==> src/rtl/adder_arb_pkg.sv <==
// Shared types and constants for the shared-adder arbiter block.
package adder_arb_pkg;

  typedef enum logic [1:0] {
    ST_IDLE = 2'd0,
    ST_ADD  = 2'd1,
    ST_RESP = 2'd2
  } state_e;

  localparam int OPS_CNT_W = 16;

  // A single requester still needs a 1-bit id field.
  function automatic int id_width(input int n);
    return (n <= 2) ? 1 : $clog2(n);
  endfunction

endpackage

==> src/rtl/adder_arbiter_rr_arbiter.sv <==
// Combinational round-robin arbiter: the first asserted req at or after ptr wins.
module rr_arbiter
  import adder_arb_pkg::*;
#(
  parameter  int N    = 4,
  localparam int ID_W = id_width(N)
) (
  input  logic [N-1:0]    req,
  input  logic [ID_W-1:0] ptr,
  input  logic            en,
  output logic [N-1:0]    grant,
  output logic [ID_W-1:0] grant_id
);

  logic [ID_W-1:0] idx;

  // Walk the ring farthest-first so the requester closest to ptr is written last.
  always_comb begin
    grant    = '0;
    grant_id = '0;
    idx      = '0;
    for (int k = N - 1; k >= 0; k--) begin
      idx = ID_W'((int'(ptr) + k) % N);
      if (en && req[idx]) begin
        grant      = '0;
        grant[idx] = 1'b1;
        grant_id   = idx;
      end
    end
  end

endmodule

==> src/rtl/adder_arbiter.sv <==
// One registered carry adder shared by NUM_REQ requesters; capture -> add -> respond.
module adder_arbiter
  import adder_arb_pkg::*;
#(
  parameter  int NUM_REQ = 4,
  parameter  int WIDTH   = 8,
  localparam int ID_W    = id_width(NUM_REQ)
) (
  input  logic                     clock,
  input  logic                     reset_n,
  input  logic [NUM_REQ-1:0]       req_valid,
  output logic [NUM_REQ-1:0]       req_ready,
  input  logic [NUM_REQ*WIDTH-1:0] req_a,
  input  logic [NUM_REQ*WIDTH-1:0] req_b,
  output logic                     rsp_valid,
  input  logic                     rsp_ready,
  output logic [ID_W-1:0]          rsp_id,
  output logic [WIDTH-1:0]         rsp_sum,
  output logic                     rsp_carry,
  output logic [OPS_CNT_W-1:0]     ops_done,
  output logic                     busy
);

  state_e                 state_q, state_d;
  logic [ID_W-1:0]        rr_ptr_q, rr_ptr_d;
  logic [ID_W-1:0]        id_q, id_d;
  logic [WIDTH-1:0]       a_q, a_d, b_q, b_d;
  logic [WIDTH:0]         sum_q, sum_d;
  logic [OPS_CNT_W-1:0]   ops_done_q, ops_done_d;
  logic [NUM_REQ-1:0]     grant;
  logic [ID_W-1:0]        grant_id;

  rr_arbiter #(.N(NUM_REQ)) u_arb (
    .req      (req_valid),
    .ptr      (rr_ptr_q),
    .en       (state_q == ST_IDLE),
    .grant    (grant),
    .grant_id (grant_id)
  );

  always_comb begin
    state_d    = state_q;
    rr_ptr_d   = rr_ptr_q;
    id_d       = id_q;
    a_d        = a_q;
    b_d        = b_q;
    sum_d      = sum_q;
    ops_done_d = ops_done_q;
    case (state_q)
      ST_IDLE: begin
        if (|grant) begin
          a_d      = req_a[int'(grant_id)*WIDTH +: WIDTH];
          b_d      = req_b[int'(grant_id)*WIDTH +: WIDTH];
          id_d     = grant_id;
          rr_ptr_d = (int'(grant_id) == NUM_REQ - 1) ? '0 : grant_id + ID_W'(1);
          state_d  = ST_ADD;
        end
      end
      ST_ADD: begin
        sum_d   = {1'b0, a_q} + {1'b0, b_q};
        state_d = ST_RESP;
      end
      ST_RESP: begin
        if (rsp_ready) begin
          state_d = ST_IDLE;
          // Saturate rather than wrap so a stuck-high count is distinguishable.
          if (ops_done_q != '1) ops_done_d = ops_done_q + OPS_CNT_W'(1);
        end
      end
      default: state_d = ST_IDLE;
    endcase
  end

  always_ff @(posedge clock) begin
    if (!reset_n) begin
      state_q    <= ST_IDLE;
      rr_ptr_q   <= '0;
      id_q       <= '0;
      a_q        <= '0;
      b_q        <= '0;
      sum_q      <= '0;
      ops_done_q <= '0;
    end else begin
      state_q    <= state_d;
      rr_ptr_q   <= rr_ptr_d;
      id_q       <= id_d;
      a_q        <= a_d;
      b_q        <= b_d;
      sum_q      <= sum_d;
      ops_done_q <= ops_done_d;
    end
  end

  assign req_ready = grant;
  assign rsp_valid = (state_q == ST_RESP);
  assign rsp_id    = id_q;
  assign rsp_sum   = sum_q[WIDTH-1:0];
  assign rsp_carry = sum_q[WIDTH];
  assign ops_done  = ops_done_q;
  assign busy      = (state_q != ST_IDLE);

endmodule

==> config.mk <==
export PLATFORM = sky130hd
export DESIGN_NAME = adder_arbiter
export DESIGN_NICKNAME = d
export VERILOG_FILES = /design/src/rtl/adder_arb_pkg.sv /design/src/rtl/adder_arbiter_rr_arbiter.sv /design/src/rtl/adder_arbiter.sv
export SDC_FILE = /design/constraint.sdc
export NUM_CORES = 1
export LEC_CHECK = 0
export ABC_AREA = 0
export CORE_ASPECT_RATIO = 1.1
export CORE_MARGIN = 8
export CORE_UTILIZATION = 40
export CTS_BUF_LIST = sky130_fd_sc_hd__clkbuf_16
export DETAILED_ROUTE_END_ITERATION = 7
export GPL_ROUTABILITY_DRIVEN = 0
export HOLD_SLACK_MARGIN = 0.03
export PLACE_DENSITY = 0.71
export SLEW_MARGIN = 40
export SYNTH_ARGS = -nofsm -noshare
export SYNTH_HDL_FRONTEND = slang
export SYNTH_HIERARCHICAL = 1
export SYNTH_SLANG_ARGS = --single-unit
==> constraint.sdc <==
create_clock -name clock -period 3.6 [get_ports clock]
set_input_delay 0.72 -clock clock [delete_from_list [all_inputs] [get_ports clock]]
set_output_delay 0.72 -clock clock [all_outputs]
set_load 0.01 [all_outputs]
# Yosys cells after proc, flatten, opt, wreduce, memory -nomap -nowiden
# Index checks and enable logic that the tools add are counted.
# totals
wordCells,71
reg_bits,47
out_inout_bits,33
in_bits,71
# op_classes
n_mux,28
n_lt_le_gt_ge,8
n_reduce_logical,14
eq_ne,6
shifts,2
add_sub_neg,6
# op_table
op,n
$shiftx A32 B6 Y8,2
$add A16 B1 Y16 const B,1
$mux W4,4
$ne A16 B16 Y1 const B,1
$mux W2,7
$lt A2 B3 Y1 const B,4
$add A8 B8 Y9,1
$bmux W1 S2,4
$demux W1 S2,4
$ge A2 B1 Y1 const B,4
$logic_and A1 B1 Y1,8
$mux W1,8
$pmux W2 S3,1
$add A2 B1 Y2 const B,2
$add A2 B2 Y2 const B,2
$eq A2 B1 Y1 const B,2
$reduce_and A2 Y1,2
$reduce_or A4 Y1,1
$reduce_and A3 Y1,1
$eq A2 B2 Y1 const B,1
$logic_not A2 Y1,1
$ne A2 B1 Y1 const B,1
$ne A2 B2 Y1 const B,1
$reduce_bool A2 Y1,1

# Logic depth before layout (Yosys ltp)
# logic_depth
word_depth,12
mapped_depth,13
depth_no_buf,10

# By module
# The synthesis kept the hierarchy.
# by_module_without_submodules
module,instances,seq_area_each_um2,area_each_um2,cells_per_inst
adder_arbiter,1,940.9,2668.8,291
rr_arbiter,1,0.0,556.8,73

# Worst setup path after synthesis
# Ideal clock, no wire load.
# synth_path
kind,register to register
from,register rr_ptr_q[0]
to,register a_q[2]
arrival_ns,3.276
setup_ns,0.070
n_path_buf,3
setup_slack_ns,0.254
t_required_ns,3.530
path_stages_with_launch,14
synth_period_minus_slack_ns,3.346
cell_sequence,dfxtp_1 -> buf_2 -> inv_1 -> ha_1 -> buf_2 -> or3b_1 -> a211oi_2 -> o211ai_1 -> a31oi_1 -> nor4_1 -> nor3_2 -> clkbuf_1 -> nand2_1 -> a21oi_1
# synth_between
elab_chain_len,11
word_cells_on_any_way,46
classes_between,3 x add/sub; 8 x order compare; 1 x shift; 24 x mux; 10 x reduce/logical
# synth_lines
element,line_no,rtl
start: declaration,adder_arbiter.sv:25,"logic [ID_W-1:0] rr_ptr_q, rr_ptr_d;"
start signal: assignment,adder_arbiter.sv:85,rr_ptr_q <= rr_ptr_d;
$add A2 B2 Y2,adder_arbiter_rr_arbiter.sv:23,idx = ID_W'((int'(ptr) + k) % N);
$lt A2 B3 Y1 (not written as such) / $ge A2 B1 Y1 (equally long branches),adder_arbiter_rr_arbiter.sv:26,grant[idx] = 1'b1;
$logic_and A1 B1 Y1 (not written as such),adder_arbiter_rr_arbiter.sv:26,
$mux W1 (not written as such),adder_arbiter_rr_arbiter.sv:26,
$demux W1 S2,--,
$mux W4 (3 in a row),adder_arbiter_rr_arbiter.sv:24,if (en && req[idx]) begin
$mux W4 (*),adder_arbiter_rr_arbiter.sv:24,
net req_ready[1],adder_arbiter.sv:12,"output logic [NUM_REQ-1:0] req_ready,"
$reduce_or A4 Y1 (*),adder_arbiter.sv:51,if (|grant) begin
$reduce_and A2 Y1 (no line) (*),--,
end signal: assignment,adder_arbiter.sv:79,a_q <= '0;
end signal: assignment,adder_arbiter.sv:87,a_q <= a_d;
end: declaration,adder_arbiter.sv:27,"logic [WIDTH-1:0] a_q, a_d, b_q, b_d;"
# Mark *: on every way through the listed nets, which the timed path passes. The rest lies on a longest branch. The select of a mux whose other input is x is not followed.
# A chain may end at the register's enable or synchronous reset.

# Worst setup path after layout
# layout_path
from,input port req_valid[0]
to,output port req_ready[2]
# layout_between
elab_chain_len,7
word_cells_on_any_way,16
classes_between,12 x mux; 4 x reduce/logical
# layout_lines
element,line_no,rtl
start: declaration,adder_arbiter.sv:11,"input logic [NUM_REQ-1:0] req_valid,"
$bmux W1 S2,adder_arbiter_rr_arbiter.sv:24,
$mux W1 (not written as such),adder_arbiter_rr_arbiter.sv:24,
$logic_and A1 B1 Y1,adder_arbiter_rr_arbiter.sv:24,
$mux W4 (3 in a row),adder_arbiter_rr_arbiter.sv:24,
$mux W4 (*),adder_arbiter_rr_arbiter.sv:24,
end: declaration,adder_arbiter.sv:12,
# Mark *: on every way between the ends. The rest lies on a longest branch, timed or not. The select of a mux whose other input is x is not followed.

==> impl_metrics.json <==
{
  "drv_cap": 0,
  "cts_buffers": 5,
  "dr.pass1.iters": 4,
  "multiInputGateArea_um2": 2182,
  "post_dp_cell_area_um2": 4412,
  "hold_path_class": "register to register",
  "antenna_found_initial": 0,
  "syn_to_final_growth_pct": 42.40,
  "timing.final.crit_period_ns": 3.524,
  "synth_cell_types": 66,
  "fin_tns_setup_ns": 0,
  "status": "finished clean",
  "worstMarginPinSlew_ns": 0.6965,
  "synth_adder_area_share": 0.07215,
  "cp_data_required_time_ns": 2.88,
  "ys_ff_latch": 47,
  "clockBufferDepth": 2,
  "end_kind": "output pin",
  "clk_latency_ns": 0.28,
  "cts_tree": "yes",
  "cts-root-buf": "clkbuf_16",
  "htree_levels": 2,
  "drv_slew": 0,
  "path_clk_slew_ns": 0.06,
  "power_leakage_nw": 1.698,
  "core_um2": 7870,
  "netlist_instances": 364,
  "wl_per_cell_um": 14.85,
  "viasPerCell": 5.518,
  "skew_ns": 0.004047,
  "synth_top_family_by_area": "simple AND/OR/NAND/NOR gates",
  "drc": 0,
  "overflow": 0,
  "ir_worst_vdd_mv": 0.4199,
  "grt_pass1_wl_um": 14320,
  "synth-simple-area-share": 0.2405,
  "dpl.hpwl_um": 6864,
  "crit_arrival_ns": 2.80,
  "num_antenna_cells": 0,
  "final_area_um2": 4593,
  "detail-route-antenna-nets": 0,
  "powerDensity_nw_per_um2": 627.7,
  "port_buffers": 103,
  "synth_edf_count": 0,
  "num_io_pins": 104,
  "finalHoldViolCount": 0,
  "syn_area_per_cell_um2": 8.862,
  "drive_gt1_frac": 0.1178,
  "fmax_ghz": 0.2838,
  "initialDrtViolationCount": 136,
  "nFillCells": 680,
  "ys.flop_type": "dfxtp_1",
  "worstSetupPathType": "input pin to output pin",
  "die_h_um": 110.2,
  "p_total_mw": 2.883,
  "fin_util": 0.5836,
  "synth-xor-area-share": 0.005431,
  "setup_viol_count_final": 0,
  "die-area_um2": 11200,
  "synth_compound_area_frac": 0.2075,
  "totalWireLength_um": 8538,
  "grt_setup_unrepaired": "no",
  "cp_max_fo": 4,
  "ys_seq_area_frac": 0.2917,
  "grt_max_degree": 27,
  "synthesis.nets": 453,
  "rows": 34,
  "register_area_um2": 940.9,
  "yosys_warnings": 6,
  "start_util": 0.4099,
  "die_w_um": 101.6,
  "cts.sinks": 47,
  "period_share": 0.9789,
  "fin_hold_ws_ns": 0.4565,
  "relSlewSlack": 0.5314,
  "groute.usage.overall": 0.1553,
  "async_flop_share": 0,
  "dr_total_vias": 3173,
  "synthMuxAreaShare": 0.1416,
  "critPathLaunchType": "input pin",
  "syn_area_um2": 3226,
  "nets": 556,
  "grt_pass1_vias": 3078,
  "post_cts_buffers": 0
}
## power breakdown
part | total, mW | leakage (nW) | internal, mW | switching (mW)
logic | 1.68 | 1.23 | 0.822 | 0.861
clock network | 0.503 | 0.0811 | 0.321 | 0.182
registers | 0.697 | 0.383 | 0.626 | 0.0708
## logic make-up after synthesis
family / after synthesis
compound gates: 100
xor+xnor: 2
fa+ha+maj: 18
buf+inv: 28
flops: 47
mux: 24
simple gates: 145
## path summary, 6_finish.rpt
kind | from | cells past startpoint | to | slack [ns]
worst max-delay path | req_valid[0] | 6 | req_ready[2] | 0.08
worst max register to register | rr_ptr_q[1]$_SDFFE_PN0P_ | 10 | b_q[5]$_SDFFE_PN0P_ | 0.69
worst min register to register | sum_q[1]$_SDFFE_PN0N_ | 2 | sum_q[1]$_SDFFE_PN0N_ | 0.46
worst min-delay path | sum_q[1]$_SDFFE_PN0N_ | 2 | sum_q[1]$_SDFFE_PN0N_ | 0.46
## final cells by class
cell class,instances,area share
Sequential cell,47,0.2048
Timing Repair Buffer,116,0.2495
Clock inverter,2,0.007355
Tap cell,108,0.02942
Multi-Input combinational cell,289,0.4751
Clock buffer,5,0.02724
Inverter,8,0.006538
## stage by stage
stage	std cells	worst slack, ns
2_1_floorplan	364	0.2539
3_3_place_gp	568	0.06301
3_5_place_dp	568	0.03175
4_1_cts	575	0.01894
5_1_grt	575	0.001072
6_report	575	0.07600
## sequential cells by signal (all words and copies together) (netlist names)
register / count
state_q: 2
ops_done: 16
a_q: 8
rr_ptr_q: 2
b_q: 8
sum_q: 9
rsp_id: 2
## synthesized netlist by cell type, drive strengths merged (2+ instances only)
master | n | area [um^2]
nand2 | 60 | 225.2
dfxtp | 47 | 940.9
a21oi | 41 | 209.0
ha | 17 | 212.7
mux4 | 17 | 382.9
nand3 | 15 | 87.59
nor2 | 15 | 56.30
buf | 11 | 68.81
o21ai | 10 | 50.05
clkbuf | 9 | 33.78
or3 | 9 | 56.30
inv | 8 | 30.03
o211ai | 8 | 60.06
a211oi | 7 | 62.56
o31ai | 7 | 52.55
or4 | 7 | 52.55
a31oi | 6 | 37.54
nand4 | 6 | 43.79
nor3 | 6 | 40.04
nand2b | 5 | 31.28
a21o | 4 | 30.03
mux2i | 4 | 40.04
and2 | 3 | 18.77
and3b | 3 | 26.28
and4 | 3 | 27.53
mux2 | 3 | 33.78
o41ai | 3 | 26.28
and3 | 2 | 12.51
nand3b | 2 | 15.01
nor4 | 2 | 27.53
o2111ai | 2 | 23.77
o22ai | 2 | 18.77
o311ai | 2 | 17.52
or3b | 2 | 17.52
## timing repair
action	4_1_cts	5_1_grt
hold buffers	0	0
resized for setup	0	6
setup endpoints to repair	0	4
## worst max-delay path: stages
cell,delay (ns)
clkdlybuf4s50_1,0.44
or3b_1,0.43
a211oi_4,0.29
o211ai_1,0.14
a31oi_1,0.21
clkdlybuf4s50_1,0.58
## cell usage in the layout, fill, tap and decap left out, types with 7 or more instances in the layout
cell,n
inv_1,7
dfxtp_1,47
nand2_1,60
or3_1,9
clkdlybuf4s50_1,101
ha_1,16
o31ai_1,7
or4_1,7
o211ai_1,8
nand3_1,14
buf_4,12
a21oi_1,40
nor2_1,15
mux4_2,17
## per-layer routing
layer,global-route usage,share of wire
met5,0,0
met4,0.05751,0.022
met3,0.04648,0.068
met2,0.2520,0.47
met1,0.1902,0.44
(Power assumes the default switching activity.)
